## src/rtl/conv3x3_ctrl.sv

```systemverilog
// conv3x3_ctrl: sequencer for the 3x3 convolution input router.
// Walks the window origin over the ifmap in raster order, selects filter
// load for the first window and ifmap shift for the rest, and produces a
// pipeline-aligned pe_valid plus a one-cycle done pulse.
// Optional feature macro: CONV_CTRL_PERF_CNT_EN adds the stall_cnt_o port.
module conv3x3_ctrl #(
    parameter int IFMAP_H = 8,
    parameter int IFMAP_W = 8,
    localparam int ROW_W = (IFMAP_H > 1) ? $clog2(IFMAP_H) : 1,
    localparam int COL_W = (IFMAP_W > 1) ? $clog2(IFMAP_W) : 1
) (
    input  logic             clk_i,
    input  logic             rst_ni,
    input  logic             start_i,
    input  logic             pe_ready_i,
    output logic             router_state_o,
    output logic [ROW_W-1:0] win_row_o,
    output logic [COL_W-1:0] win_col_o,
    output logic             win_valid_o,
    output logic             pe_valid_o,
    output logic             busy_o,
    output logic             done_o
`ifdef CONV_CTRL_PERF_CNT_EN
    ,
    output logic [15:0]      stall_cnt_o
`endif
);

    localparam int OH = IFMAP_H - 2;
    localparam int OW = IFMAP_W - 2;
    localparam logic [ROW_W-1:0] LAST_ROW = ROW_W'(OH - 1);
    localparam logic [COL_W-1:0] LAST_COL = COL_W'(OW - 1);

    typedef enum logic [2:0] {
        IDLE,
        LOAD,
        SHIFT,
        DRAIN,
        DONE
    } state_e;

    state_e           state_q, state_d;
    logic [ROW_W-1:0] row_q, row_d;
    logic [COL_W-1:0] col_q, col_d;
    logic             pe_valid_q;
    logic             done_q;
    logic             issuing_state;
    logic             issue;
    logic             last_win;

    // A window goes out whenever we are in an issuing state and the PE array can take it.
    always_comb begin
        issuing_state = (state_q == LOAD) || (state_q == SHIFT);
        issue         = issuing_state && pe_ready_i;
        last_win      = (row_q == LAST_ROW) && (col_q == LAST_COL);
    end

    // Next-state and counter advance; stalls simply hold everything.
    always_comb begin
        state_d = state_q;
        row_d   = row_q;
        col_d   = col_q;
        case (state_q)
            IDLE: begin
                row_d = '0;
                col_d = '0;
                if (start_i) begin
                    state_d = LOAD;
                end
            end
            LOAD, SHIFT: begin
                if (issue) begin
                    if (last_win) begin
                        state_d = DRAIN;
                    end else begin
                        state_d = SHIFT;
                        if (col_q == LAST_COL) begin
                            col_d = '0;
                            row_d = row_q + ROW_W'(1);
                        end else begin
                            col_d = col_q + COL_W'(1);
                        end
                    end
                end
            end
            DRAIN: begin
                state_d = DONE;
            end
            DONE: begin
                state_d = IDLE;
                row_d   = '0;
                col_d   = '0;
            end
            default: begin
                state_d = IDLE;
                row_d   = '0;
                col_d   = '0;
            end
        endcase
    end

    // State, window counters and the registered valid/done outputs.
    always_ff @(posedge clk_i or negedge rst_ni) begin
        if (!rst_ni) begin
            state_q    <= IDLE;
            row_q      <= '0;
            col_q      <= '0;
            pe_valid_q <= 1'b0;
            done_q     <= 1'b0;
        end else begin
            state_q    <= state_d;
            row_q      <= row_d;
            col_q      <= col_d;
            pe_valid_q <= issue;
            done_q     <= (state_d == DONE);
        end
    end

    // Router is told to load only when the first window is really accepted.
    always_comb begin
        router_state_o = (state_q == LOAD) && pe_ready_i;
        win_valid_o    = issue;
        win_row_o      = row_q;
        win_col_o      = col_q;
        pe_valid_o     = pe_valid_q;
        busy_o         = (state_q != IDLE);
        done_o         = done_q;
    end

`ifdef CONV_CTRL_PERF_CNT_EN
    logic [15:0] stall_cnt_q, stall_cnt_d;

    // Stall counter: cleared on an accepted start, saturating count of blocked issue cycles.
    always_comb begin
        stall_cnt_d = stall_cnt_q;
        if ((state_q == IDLE) && start_i) begin
            stall_cnt_d = '0;
        end else if (issuing_state && !pe_ready_i && (stall_cnt_q != 16'hFFFF)) begin
            stall_cnt_d = stall_cnt_q + 16'd1;
        end
    end

    // Stall counter register.
    always_ff @(posedge clk_i or negedge rst_ni) begin
        if (!rst_ni) begin
            stall_cnt_q <= '0;
        end else begin
            stall_cnt_q <= stall_cnt_d;
        end
    end

    assign stall_cnt_o = stall_cnt_q;
`endif

endmodule

```

## config.mk

```make
export PLATFORM = sky130hd
export DESIGN_NAME = conv3x3_ctrl
export DESIGN_NICKNAME = d
export VERILOG_FILES = /design/src/rtl/conv3x3_ctrl.sv
export SDC_FILE = /design/constraint.sdc
export NUM_CORES = 1
export LEC_CHECK = 0
export BUFFER_PORTS_ARGS = -buffer_cell sky130_fd_sc_hd__buf_2
export CAP_MARGIN = 20
export CORE_MARGIN = 3
export CORE_UTILIZATION = 30
export CTS_CLUSTER_SIZE = 20
export DETAILED_ROUTE_END_ITERATION = 6
export SYNTH_ARGS = -nofsm -noshare
export SYNTH_HDL_FRONTEND = slang
export SYNTH_SLANG_ARGS = --single-unit
```

## constraint.sdc

```tcl
create_clock -name clk_i -period 4.68 [get_ports clk_i]
set_clock_uncertainty 0.05 [all_clocks]
set_input_delay 1.17 -clock clk_i [delete_from_list [all_inputs] [get_ports clk_i]]
set_output_delay 1.17 -clock clk_i [all_outputs]
set_load 0.03 [all_outputs]
```

==> results of run 1 <==
-- metrics by stage --
| step | area [sq um] | instances | util, % | power (uW) |
|---|---|---|---|---|
| after CTS | 768 | 108 | 38.0 | 429 |
| after global routing | 768 | 108 | 38.0 | 456 |
| final | 768 | 108 | 38.0 | 424 |
| after global placement | 742 | 104 | 36.7 | 361 |
| after detailed placement | 742 | 104 | 36.7 | 362 |
| after floorplan | 662 | 68 | - | 316 |
-- placed cells by master (no fill, tap or decap), types with 2 or more instances in the layout --
master	instances
inv_1	3
and4_1	2
nand2_1	5
nand3_1	2
nor2_1	3
nor3_1	5
clkbuf_4	3
nor4b_1	2
ha_1	2
dfrtp_1	11
a31oi_1	3
buf_2	14
a21oi_1	2
nor4_1	3
-- cell families after synthesis --
group	share of synthesized area (%)
simple gates	29.9
compound gates	16.4
flops	41.6
buf+inv	5.29
fa+ha+maj	3.78
xor+xnor	1.32
mux	1.70
-- routing by layer --
metal | part of all wire, % | track usage, %
met5 | 0 | 0
met4 | 0.87 | 6.38
met3 | 4.5 | 2.54
met2 | 50 | 20.7
met1 | 45 | 14.3
-- worst paths after layout --
check / slack (ns) / end / depth (start not counted)
worst min-delay path: 0.58 / win_col_o[1] / 2
worst max register to register: 3.06 / win_col_o[1] / 3
min in group asynchronous: 0.70 / state_q[1] / 1
worst min register to register: 0.58 / win_col_o[1] / 2
max in group asynchronous: 3.67 / win_row_o[1] / 1
worst max-delay path: 1.59 / win_valid_o / 3
-- power by group --
group,internal [uW],switching (uW),total [uW]
logic,69.7,117,187
clock network,33.0,32.3,65.2
registers,121,51.8,172
total,223,201,424
-- cell type report --
type                       instances  area, sq um  area share (%)
clock buffer                       4         26.3            3.42
timing repair buffer              14         70.1            9.12
tap                               27         33.8            4.40
multi-input combinational         49          352            45.8
inverter                           3         11.3            1.47
sequential                        11          275            35.8
-- state kept, by name, indices dropped and copies added, names as in the netlist --
signal,cells
state_q,3
win_col_o,3
win_row_o,3
done_o,1
pe_valid_o,1
-- worst min-delay path, delay by kind of cell (launching register included) --
kind | cells | cell delay (ns)
flip-flops | 1 | 0.44
buffers and inverters | 1 | 0.09
AO/OA/AOI/OAI | 1 | 0.06
==> impl_summary.txt, run 1 <==
----------------------------------------------------
[Run status]
  Status ... complete, no violations

[Floorplan]
  Die Outline Area ... 2810 sq um
  Overall die width ... 53.0 um
  Number of core rows ... 16
  Die outline height ... 53.0 um
  Core area ... 2020 sq um
  I/O pin cnt ... 15
  Starting density of the core ... 32.7%

[Yosys]
  Number of warnings reported in the yosys synthesis log ... 0
  Part of the Yosys area used for sequential elements ... 41.6%
  Number of instances in the synthesized netlist ... 68
  Netlist area before placement ... 662 sq um
  Number of flip-flops and latches in the synthesized netlist ... 11
  Top cells by area, synth ... dfrtp_1 (42%), ha_1 (3.8%), nor3_1 (3.8%), buf_2 (3.0%), a31oi_1 (2.8%)
  Number of synthesized flops with an enable pin ... 0
  Dominant cell by count in the synthesized netlist ... dfrtp_1
  Syn Nets ... 74
  Average instance area after synthesis ... 9.73 sq um
  Cell type contributing the most total cell area after synthesis ... dfrtp_1
  Yosys top cell area share ... 41.6%
  Number of unique standard cell types used by synthesis ... 34
  Dominant register cell in the synthesized netlist ... dfrtp_1
  Post-synth top cells ... dfrtp_1 (11), nand2_1 (5), nor3_1 (5)
  Async set-or-reset flop fraction in the synthesized netlist ... 100%

[Power and ir drop]
  Reported leakage power ... 0.000337 uW
  Worst ir drop on vdd ... 227 uV
  Total power per unit cell area ... 552 nW/um^2

[Hold path]
  Start point of the worst hold path ... win_col_o[1]
  Hold WC Path Type ... reg2reg

[Setup path]
  Arrival time worst endpoint ... 1.87 ns
  Slowest cell on the critical path ... nor3b_1
  Most used cell, CP ... buf_2
  Required time at the worst-slack endpoint ... 3.46 ns
  Max stage delay on crit path ... 0.27 ns
  Kind of launch point of the worst setup path ... input pin
  Crit Path Max Fanout ... 10
  Worst R2R Start ... state_q[0]
  Type of destination of the critical path ... output pin
  Count of buffering cells on the critical path with inverters included ... 2
  Category of the most critical setup path ... in2out
  Kind of cell with the highest combined delay on the critical path ... buffers and inverters
  Launch point of the critical path ... pe_ready_i
  Cell Chain, Critical Path ... buf_2 > nor3b_1 > buf_2

[Final layout]
  # diodes ... 0
  Area Overhead vs Synth ... 16.1%
  Number of nets in the layout ... 88
  Fraction of final layout cells sized beyond drive strength 1 ... 27.2%
  Filler cell count ... 210

[STA]
  Setup repair after global routing missed its margin ... false
  Slew Viols, Final ... 0
  Fin. Hold Viols ... 0
  Final critical-path required period ... 3.09 ns
  F_max ... 0.324 GHz
  Slew of the pin with the lowest slew margin ... 0.437 ns
  Final setup fails ... 0
  Period utilisation layout ... 66.0%
  Fin Hold WS ... 0.576 ns
  Normalized max-slew margin ... 70.8%
  Worst Slack Setup Final ... 1.59 ns
  TNS Setup ... 0 ns

[GRT]
  Pin count of the biggest net entering global routing ... 16
  Wire length of the first global-routing pass ... 2490 um
  Leftover overflow at the end of global routing ... 0
  Initial antenna violation count ... 0
  Number of global-route vias before repair ... 547
  Total routing usage reported by global routing ... 12.2%

[Job]
  Reported max-cap violation count ... 0

[Clock tree]
  Post-CTS Setup Bufs ... 0
  Clock tree from TritonCTS ... built
  CTS root buf ... clkbuf_4
  Clk_lat worst skew ... 0.27 ns
  Register clock-pin slew on the reported worst setup and hold paths ... 0.07 ns
  Clock sink count ... 11
  Cts bufs inserted ... 3
  Maximum level of the CTS H-tree ... 1
  Post-cts sizing count ... 0
  Buffer depth of the longest clock path ... 2
  Number of buffers inserted for hold repair after clock tree synthesis ... 0

[Placed design]
  IO buf count ... 14
  Setup Slack @ Placement ... 1.60 ns
  Placed wire-length estimate after detailed placement ... 1080 um
  Placer congestion estimate ... 0.849

[Route]
  Initial DRC count ... 9
  Number of nets with antenna violations after routing ... 0
  Vias ... 596
  Routed wire length per instance ... 13.8 um
  Number of search-and-repair iterations in the first detailed-routing pass ... 4
  Via density per instance ... 5.52
  Wire length after detailed routing ... 1500 um
  Drt drc ... 0

----------------------------------------------------
(Power assumes the default switching activity.)
==> run 2, diff against run 1 <==
==> constraint.sdc (replaced) <==
create_clock -name clk_i -period 2.5 [get_ports clk_i]
set_clock_uncertainty 0.05 [all_clocks]
set_input_delay 0.625 -clock clk_i [delete_from_list [all_inputs] [get_ports clk_i]]
set_output_delay 0.625 -clock clk_i [all_outputs]
set_load 0.03 [all_outputs]
==> run 2 against run 1 <==
Net effect:
- register-to-register slack lost 2.2 ns
- die area is the same
- via count shrank 1.8%
- sequential power grew 88%
- critical endpoint unchanged
==> impl_summary.txt, run 2 (synthesis results as in run 1) <==
----------------------------------------------------
[Floorplan]
  Overall die width ... 53.0 um
  Number of core rows ... 16
  Die Outline Area ... 2810 sq um
  Die outline height ... 53.0 um
  I/O pin cnt ... 15
  Core area ... 2020 sq um
  Starting density of the core ... 32.7%

[Route]
  Via density per instance ... 5.42
  Initial DRC count ... 5
  Drt drc ... 0
  Wire length after detailed routing ... 1570 um
  Vias ... 585
  Number of nets with antenna violations after routing ... 0
  Routed wire length per instance ... 14.5 um
  Number of search-and-repair iterations in the first detailed-routing pass ... 4

[Setup path]
  Kind of cell with the highest combined delay on the critical path ... flip-flops
  Category of the most critical setup path ... reg2out
  Arrival time worst endpoint ... 1.51 ns
  Type of destination of the critical path ... output pin
  Capture point of the worst path ... win_valid_o
  Cell Chain, Critical Path ... xnor2_1 > nor3b_1 > buf_2
  Worst Reg-to-Reg Cells ... 3
  Crit Path Max Fanout ... 15
  Worst R2R Start ... state_q[0]
  Worst reg2reg endpoint ... win_col_o[1]
  Setup slack on the worst flop-to-flop path ... 0.86 ns
  Kind of launch point of the worst setup path ... register
  Launch point of the critical path ... state_q[0]
  Required time at the worst-slack endpoint ... 1.82 ns
  Max stage delay on crit path ... 0.55 ns
  Levels on crit path ... 3
  Slowest cell on the critical path ... dfrtp_1
  Count of buffering cells on the critical path with inverters included ... 1

[STA]
  Slew of the pin with the lowest slew margin ... 0.465 ns
  Period utilisation layout ... 87.3%
  Final critical-path required period ... 2.18 ns
  Normalized max-slew margin ... 69.0%
  Setup repair after global routing missed its margin ... false
  Fin. Hold Viols ... 0
  F_max ... 0.458 GHz
  Slew Viols, Final ... 0
  Final setup fails ... 0
  TNS Setup ... 0 ns

[Clock tree]
  Maximum level of the CTS H-tree ... 1
  Cts bufs inserted ... 3
  Clock tree from TritonCTS ... built
  Clock sink count ... 11
  Buffer depth of the longest clock path ... 2
  Post-cts sizing count ... 0
  CTS root buf ... clkbuf_4
  Register clock-pin slew on the reported worst setup and hold paths ... 0.07 ns
  Clk_lat worst skew ... 0.27 ns
  Post-CTS Setup Bufs ... 0
  Number of buffers inserted for hold repair after clock tree synthesis ... 0

[Final layout]
  Filler cell count ... 225
  Number of nets in the layout ... 88
  Core utilization of the finished layout ... 38.0%
  Most frequent standard cell in the layout excluding fill and tap cells ... buf_2
  Most frequent cells in the layout ... buf_2 (14), dfrtp_1 (11), nand2_1 (5), nor3_1 (5)
  Fraction of final layout cells sized beyond drive strength 1 ... 27.2%
  # diodes ... 0
  Area Overhead vs Synth ... 16.1%

[Power and ir drop]
  Internal power component ... 418 uW
  Reported leakage power ... 0.000337 uW
  Net switching power ... 380 uW
  Clock power frac ... 15.3%
  Switching fraction of total power ... 47.6%
  Total power per unit cell area ... 1040 nW/um^2
  Portion of total power attributed to combinational logic ... 44.0%
  Worst ir drop on vdd ... 341 uV
  Seq pwr share ... 40.6%

[Run status]
  Status ... complete, no violations

[GRT]
  Pin count of the biggest net entering global routing ... 16
  Wire length of the first global-routing pass ... 2620 um
  Leftover overflow at the end of global routing ... 0
  Total routing usage reported by global routing ... 13.0%
  Number of global-route vias before repair ... 599
  Initial antenna violation count ... 0

[Hold path]
  Hold WC Path Type ... in2async

[Placed design]
  IO buf count ... 14
  Placed wire-length estimate after detailed placement ... 1090 um
  Placer congestion estimate ... 0.868

[Job]
  Reported max-cap violation count ... 0

----------------------------------------------------
[run 2: cell counts in the layout (fill, tap and decap cells not counted)]
Identical to the previous run, type by type.
[run 2: worst min path at each step]
stage / startpoint / endpoint / cells past startpoint
2_1_floorplan: rst_ni / done_o / 0
3_3_place_gp: rst_ni / pe_valid_o / 1
3_5_place_dp: rst_ni / state_q[1] / 1
4_1_cts: rst_ni / state_q[1] / 1
5_1_grt: rst_ni / pe_valid_o / 1
6_report: rst_ni / state_q[1] / 1
[run 2: per-layer routing]
metal	share of wire, %	track usage [%]
met1	45	15.8
met5	0	0
met3	3.8	3.10
met4	2.0	9.36
met2	49	19.6
[run 2: final cells by class]
type	count	area, sq um	share of cell area [%]
Timing Repair Buffer	14	70.1	9.12
Multi-Input combinational cell	49	352	45.8
Inverter	3	11.3	1.47
Clock buffer	4	26.3	3.42
Sequential cell	11	275	35.8
Tap cell	27	33.8	4.40
[run 2: power by group through the flow]
stage	clock network, uW	registers, uW	logic, uW
detailed placement	0	326	353
finish	122	324	351
floorplan	0	320	271
global route	132	338	385
CTS	126	324	356
global placement	0	324	352
[run 2: metrics by stage]
| stage | std cells | hold slack (ns) | worst slack [ns] | power [uW] | cell area, sq um |
|---|---|---|---|---|---|
| detailed placement | 104 | 0.466 | 0.520 | 679 | 742 |
| CTS | 108 | 0.175 | 0.306 | 806 | 768 |
| finish | 108 | 0.166 | 0.317 | 798 | 768 |
| global placement | 104 | 0.459 | 0.551 | 676 | 742 |
| floorplan | 68 | 0.279 | 0.251 | 591 | 662 |
| global route | 108 | 0.180 | 0.191 | 856 | 768 |
